### src/rtl/serial_frame_ctrl_if.sv
// Handshake/bus bundle between the frame controller, the external shift
// register and the word consumer.
interface serial_frame_ctrl_if #(
    parameter int WIDTH = 5
);
    logic             serial_in;
    logic [WIDTH-1:0] sr_data;
    logic             shift_en;
    logic [WIDTH-1:0] data_out;
    logic             data_valid;
    logic             data_ack;
    logic             parity_err;
    logic             frame_err;
    logic             overrun;
    logic             busy;

    modport slave (
        input  serial_in, sr_data, data_ack,
        output shift_en, data_out, data_valid, parity_err, frame_err, overrun, busy
    );

    modport master (
        output serial_in, sr_data, data_ack,
        input  shift_en, data_out, data_valid, parity_err, frame_err, overrun, busy
    );
endinterface

### src/rtl/serial_frame_ctrl.sv
// Start-bit detect / shift-enable sequencer for an external serial-in shift
// register, with parity and stop checks and a valid/ack output handshake.
module serial_frame_ctrl #(
    parameter int WIDTH      = 5,
    parameter int PARITY_EN  = 1,
    parameter int PARITY_ODD = 0
) (
    input  logic                 clk,
    input  logic                 reset_n,
    serial_frame_ctrl_if.slave   bus
);
    localparam int CW = $clog2(WIDTH);

    typedef enum logic [1:0] {IDLE, SHIFT, PARITY, STOP} state_t;

    state_t           state;
    logic [CW-1:0]    cnt;
    logic             perr_q;
    logic             shift_en;
    logic             busy;
    logic [WIDTH-1:0] data_out;
    logic             data_valid;
    logic             parity_err;
    logic             frame_err;
    logic             overrun;
    logic             can_commit;

    // A finishing frame may land if the slot is free or is being freed on this edge.
    assign can_commit = !data_valid || bus.data_ack;

    always_ff @(posedge clk or negedge reset_n) begin
        if (!reset_n) begin
            state      <= IDLE;
            cnt        <= '0;
            perr_q     <= 1'b0;
            shift_en   <= 1'b0;
            busy       <= 1'b0;
            data_out   <= '0;
            data_valid <= 1'b0;
            parity_err <= 1'b0;
            frame_err  <= 1'b0;
            overrun    <= 1'b0;
        end else begin
            case (state)
                IDLE: begin
                    if (!bus.serial_in) begin
                        state    <= SHIFT;
                        cnt      <= '0;
                        shift_en <= 1'b1;
                        busy     <= 1'b1;
                    end
                end
                SHIFT: begin
                    if (cnt == CW'(WIDTH-1)) begin
                        shift_en <= 1'b0;
                        state    <= (PARITY_EN != 0) ? PARITY : STOP;
                    end else begin
                        cnt <= cnt + 1'b1;
                    end
                end
                PARITY: begin
                    perr_q <= ((^bus.sr_data) ^ bus.serial_in) != (PARITY_ODD != 0);
                    state  <= STOP;
                end
                STOP: begin
                    state <= IDLE;
                    busy  <= 1'b0;
                end
                default: state <= IDLE;
            endcase

            // Output slot: commit on the stop edge, otherwise plain ack handling.
            if (state == STOP) begin
                if (can_commit) begin
                    data_out   <= bus.sr_data;
                    parity_err <= (PARITY_EN != 0) ? perr_q : 1'b0;
                    frame_err  <= !bus.serial_in;
                    data_valid <= 1'b1;
                    overrun    <= 1'b0;
                end else begin
                    overrun <= 1'b1;
                end
            end else if (data_valid && bus.data_ack) begin
                data_valid <= 1'b0;
                overrun    <= 1'b0;
            end
        end
    end

    assign bus.shift_en   = shift_en;
    assign bus.busy       = busy;
    assign bus.data_out   = data_out;
    assign bus.data_valid = data_valid;
    assign bus.parity_err = parity_err;
    assign bus.frame_err  = frame_err;
    assign bus.overrun    = overrun;
endmodule

### src/flat_wrapper.sv
// flat-port wrapper written by rule: the top's interface ports become plain ports
module serial_frame_ctrl_flat 
#(
    parameter int WIDTH      = 5,
    parameter int PARITY_EN  = 1,
    parameter int PARITY_ODD = 0
)
  (clk, reset_n, bus_serial_in, bus_sr_data, bus_data_ack, bus_shift_en, bus_data_out, bus_data_valid, bus_parity_err, bus_frame_err, bus_overrun, bus_busy);
  serial_frame_ctrl_if #(.WIDTH(WIDTH)) bus_i ();
  input  logic clk;
  input  logic reset_n;
  input wire logic [$bits(bus_i.serial_in)-1:0] bus_serial_in;
  input wire logic [$bits(bus_i.sr_data)-1:0] bus_sr_data;
  input wire logic [$bits(bus_i.data_ack)-1:0] bus_data_ack;
  output wire logic [$bits(bus_i.shift_en)-1:0] bus_shift_en;
  output wire logic [$bits(bus_i.data_out)-1:0] bus_data_out;
  output wire logic [$bits(bus_i.data_valid)-1:0] bus_data_valid;
  output wire logic [$bits(bus_i.parity_err)-1:0] bus_parity_err;
  output wire logic [$bits(bus_i.frame_err)-1:0] bus_frame_err;
  output wire logic [$bits(bus_i.overrun)-1:0] bus_overrun;
  output wire logic [$bits(bus_i.busy)-1:0] bus_busy;
  assign bus_i.serial_in = bus_serial_in;
  assign bus_i.sr_data = bus_sr_data;
  assign bus_i.data_ack = bus_data_ack;
  assign bus_shift_en = bus_i.shift_en;
  assign bus_data_out = bus_i.data_out;
  assign bus_data_valid = bus_i.data_valid;
  assign bus_parity_err = bus_i.parity_err;
  assign bus_frame_err = bus_i.frame_err;
  assign bus_overrun = bus_i.overrun;
  assign bus_busy = bus_i.busy;
  serial_frame_ctrl #(.WIDTH(WIDTH), .PARITY_EN(PARITY_EN), .PARITY_ODD(PARITY_ODD)) u_core (.clk(clk), .reset_n(reset_n), .bus(bus_i));
endmodule
### config.mk
export PLATFORM = sky130hd
export DESIGN_NAME = serial_frame_ctrl_flat
export DESIGN_NICKNAME = d
export VERILOG_FILES = /design/src/rtl/serial_frame_ctrl_if.sv /design/src/rtl/serial_frame_ctrl.sv /design/src/flat_wrapper.sv
export SDC_FILE = /design/constraint.sdc
export NUM_CORES = 1
export LEC_CHECK = 0
export CAP_MARGIN = 15
export CORE_MARGIN = 4
export CORE_UTILIZATION = 47
export DETAILED_ROUTE_END_ITERATION = 16
export PLACE_DENSITY = 0.76
export SETUP_SLACK_MARGIN = 0.02
export SYNTH_ARGS = -nofsm -noshare
export SYNTH_HDL_FRONTEND = slang
export SYNTH_SLANG_ARGS = --single-unit
### constraint.sdc
create_clock -name clk -period 2.02 [get_ports clk]
set_input_delay 0.303 -clock clk [delete_from_list [all_inputs] [get_ports clk]]
set_output_delay 0.303 -clock clk [all_outputs]
set_load 0.03 [all_outputs]
* Word-level counts from Yosys, hierarchy flattened
Cells that the tools add are included.
** Cells by class
- $add $sub $neg :: 1
- $mul :: 0
- Divide/modulo/power cells :: 0
- Magnitude comparators :: 0
- Equal/unequal tests :: 8
- Shift-type cells :: 0
- Mux-type cells :: 15
- Bitwise gates (word level) :: 1
- Reductions and logical operators :: 15
** Operator list (count)
- one-hot mux 2 bit (4 select lines) :: 1
- AND reduction 2 bit :: 4
- 2-to-1 mux 1 bit :: 7
- 2-to-1 mux 3 bit :: 2
- one-hot mux 3 bit (2 select lines) :: 1
- AND reduction 3 bit :: 2
- nonzero test 2 bit :: 3
- parity 5 bit :: 1
- equality test 2 bit, second input constant :: 2
- 2-to-1 mux 2 bit :: 2
- inequality test 2 x 1 -> 1 bit, second input constant :: 2
- inequality test 2 bit, second input constant :: 2
- one-hot mux 1 bit (2 select lines) :: 2
- adder 3 x 1 -> 3 bit, second input constant :: 1
- equality test 3 bit, second input constant :: 1
- equality test 2 x 1 -> 1 bit, second input constant :: 1
- zero test 1 bit :: 2
- zero test 2 bit :: 1
- logical AND 1 bit :: 1
- logical OR 1 bit :: 1
- bitwise XOR 1 bit :: 1
** Storage, ports and cells
- Register bits :: 17
- Latch bits :: 0
- Bits in writable memories :: 0
- Memory bits (read-only) :: 0
- Input bits :: 9
- Memories kept :: 0

* Longest topological paths before layout
- Word-level depth :: 4
- Gate-level depth with buffers :: 5

* Least setup slack after synthesis
No wires, ideal clock.
- Kind :: register -> register
- Start :: reg u_core.state[1]
- End :: reg u_core.state[1]
- Data arrival time :: 1.332 ns
- Required time :: 1.895 ns
- Slack :: 0.563 ns
- Cell stages (with the launch flop) :: 6
- Path buffers :: 0
- Cells stage by stage :: dfrtp_1 inv_1 ha_1 a21boi_2 a21oi_1 mux2_2
** Between the ends
- Word-level cells in the longest chain between the ends :: 3
** Ends and longest elaborated chain
- start, declared :: line serial_frame_ctrl.sv:16 : state_t state;
- start signal, assigned :: line serial_frame_ctrl.sv:56 : state <= (PARITY_EN != 0) ? PARITY : STOP;
- equality test 2 x 1 -> 1 bit / zero test 2 bit (equally long branches) :: line serial_frame_ctrl.sv:44 : case (state)
- inequality test 2 x 1 -> 1 bit (no line) / inequality test 2 bit (equally long branches)
- AND reduction 2 bit (no line)
Several ways; a longest one is shown, not always the timed one.
A chain may end at the register's enable or synchronous reset.

* Worst setup path in the final report
- Start :: reg u_core.data_valid, in the netlist u_core.bus.data_valid
- End :: out bus_data_valid
** RTL lines
- start, declared :: line serial_frame_ctrl.sv:22 : logic data_valid;
- start signal, assigned :: line serial_frame_ctrl.sv:39 : data_valid <= 1'b0;
- start signal, assigned :: line serial_frame_ctrl.sv:78 : data_valid <= 1'b1;
- start signal, assigned :: line serial_frame_ctrl.sv:84 : data_valid <= 1'b0;
- end, declared :: line flat_wrapper.sv:17 : output wire logic [$bits(bus_i.data_valid)-1:0] bus_data_valid;
No word-level cell between the ends.

==> results_dict.tcl <==
set metrics [dict create \
    dpl.cell_count 116 \
    r2r_start "u_core.state[1]" \
    h-tree-depth 1 \
    hpwl_um 1208 \
    setup_tns_ps 0 \
    holdBufCountCts 0 \
    synth_area_um2 855.8 \
    finalSetupViolations 0 \
    cp-start-kind "flip-flop" \
    cts_buffer_depth 2 \
    cts_sinks 17 \
    num_vias 589 \
    synth_cells 71 \
    synth_seq_cells 17 \
    fin_nets 112 \
    critPathMaxFanout 4 \
    rows 15 \
    grtUsageTotal 0.1476 \
    crit_buf_inv 1 \
    num_antenna_cells 0 \
    final_cell_mix "clkdlybuf4s50_1, dfrtp_1, inv_1, mux2_2, ha_1" \
    io_buffer_count 19 \
    r2r_slack_ps 400 \
    area_growth_pct 29.97 \
    antenna_found_initial 0 \
    tightest_slew_ps 317.5 \
    drt_pre_antenna_iters 4 \
    overflow 0 \
    die_w_um 50.67 \
    fill_cells 151 \
    syn_nets 87 \
    r2r_end "u_core.state[1]" \
    layout-drive-gt1-share 0.1579 \
    initial_core_util 0.4957 \
    yosys_warnings 0 \
    route.detailed.drc 0 \
    die_area_um2 2567 \
    hold_viol_final 0 \
    cpPeakStageDelay_ps 690 \
    cts_resized 0 \
    wl_um 1507 \
    io_pins 20 \
    synth_area_per_cell_um2 12.05 \
    worstSetupPathType "flip-flop to output port" \
    gp_congestion 0.7900 \
    core_area_um2 1727 \
    cp_top_family "buffers and inverters" \
    fmax_mhz 594.1 \
    routedWlPerCell_um 12.56 \
    grt_pass1_vias 634 \
    die_y_um 50.67 \
    status "complete, no violations" \
    leakage_nw 0.5089 \
    min_path_type "input pin to async pin" \
    final_max_slew_viol_count 0 \
    cp-end-kind "output port" \
    clkLatencyLatePin_ps 290 \
    dr.first_iter.drc_count 6 \
    root_buffer "clkbuf_4" \
    period_needed_ps 1683 \
    antenna_left 0 \
    post-cts-setup-buffers 0 \
    fin_skew_ps 1.465 \
    vias_per_cell 4.908 \
    cp.arrival_ps 1380 \
    rsz0062_at_grt "false" \
    ys_seq_area_frac 0.4971 \
    crit_chain "clkdlybuf4s50_1" \
    relSlewSlack 0.7877 \
    fin_cells 120 \
    grt_max_degree 18 \
    multiInputGateArea_um2 404.1 \
    p_per_area_nw_per_um2 1661 \
    vdd_drop_max_mv 0.9160 \
    slowest_stage "clkdlybuf4s50_1" \
    cts_inserted_buffers 3 \
    crit_required_ps 1720 \
    ff_latch_area_um2 425.4 \
    grt_pass1_wl_um 2849 \
    period_share 0.8332 \
    clk_transition_reported_paths_ps 90 \
    maxCapViolations 0 \
    worstRegToRegCells 5 \
    final_common_cell "clkdlybuf4s50_1" \
    tritoncts "done" \
    synth_cell_types 24 \
]
-- cells by family after synthesis --
kind of cell    Yosys count  share of synthesized area
compound gates           17                     0.1360
flops                    17                     0.4971
simple gates             10                    0.06140
mux                       9                     0.1155
buf+inv                   7                    0.03071
fa+ha+maj                 7                     0.1023
xor+xnor                  4                    0.05702
-- worst max-delay path by stage --
stage / startpoint / end / slack, ps / cells after the start
3_3_place_gp: bus_serial_in / u_core.perr_q / 370 / 4
5_1_grt: u_core.bus.data_valid / bus_data_valid / 260 / 1
4_1_cts: u_core.bus.data_valid / bus_data_valid / 310 / 1
2_1_floorplan: u_core.state[1] / u_core.state[1] / 560 / 5
3_5_place_dp: bus_serial_in / u_core.perr_q / 290 / 4
6_report: u_core.bus.data_valid / bus_data_valid / 340 / 1
-- layout make-up --
type	instances	share of cell area
Inverter	7	0.02362
Timing Repair Buffer	20	0.1777
Multi-Input combinational cell	47	0.3633
Clock buffer	3	0.02025
Clock inverter	1	0.004499
Sequential cell	17	0.3825
Tap cell	25	0.02812
-- synthesized netlist by cell type --
master	number	share of area
dfrtp_1	17	0.50
ha_1	7	0.10
inv_1	7	0.031
mux2_2	7	0.092
a21oi_1	6	0.035
nor2_1	3	0.013
o21ai_0	3	0.018
mux2i_1	2	0.023
nand2_1	2	0.0088
nand2b_1	2	0.015
xnor2_1	2	0.020
a211oi_1	1	0.0088
a21bo_2	1	0.012
a21boi_2	1	0.013
a21o_1	1	0.0088
a311o_1	1	0.012
a311oi_1	1	0.010
a31oi_1	1	0.0073
and2b_2	1	0.010
nand3_1	1	0.0058
nor3b_1	1	0.0088
o32a_1	1	0.012
xnor3_1	1	0.026
xor2_1	1	0.010
-- metrics by stage --
stage               instance area (um2)  worst slack [ps]  hold slack (ps)  total power (W)  utilization
finish                             1112             336.9            337.7         0.001848       0.6442
global route                       1112             263.3            348.6         0.002000       0.6442
CTS                                1112             309.2            330.8         0.001880       0.6442
detailed placement                 1085             286.7            491.3         0.001695       0.6283
global placement                   1085             365.2            488.6         0.001649       0.6283
floorplan                         855.8             562.8            7.409         0.001321            -
-- state kept, by name, indices dropped and copies added, names as in the netlist --
name                   cells
u_core.bus.frame_err       1
u_core.cnt                 3
u_core.bus.parity_err      1
u_core.state               2
u_core.bus.shift_en        1
u_core.perr_q              1
u_core.bus.busy            1
u_core.bus.data_out        5
u_core.bus.data_valid      1
u_core.bus.overrun         1
-- report_power, final --
group | leakage [nW] | internal (W) | switching [W] | total [W]
Sequential | 0.203 | 0.000510 | 0.000109 | 0.000619
Clock | 0.0177 | 0.0000737 | 0.000102 | 0.000176
Combinational | 0.289 | 0.000497 | 0.000555 | 0.00105
Total | 0.509 | 0.00108 | 0.000766 | 0.00185
-- routing by layer --
metal  global-route usage  vias to the layer above  part of all wire
met5                    0                        -                 0
met4              0.04036                        0            0.0080
met3              0.05045                        2             0.048
met2               0.2435                       15              0.49
met1               0.1830                      278              0.46
li1                     -                      294                 -
No activity file was read; power rests on OpenSTA's default activity.
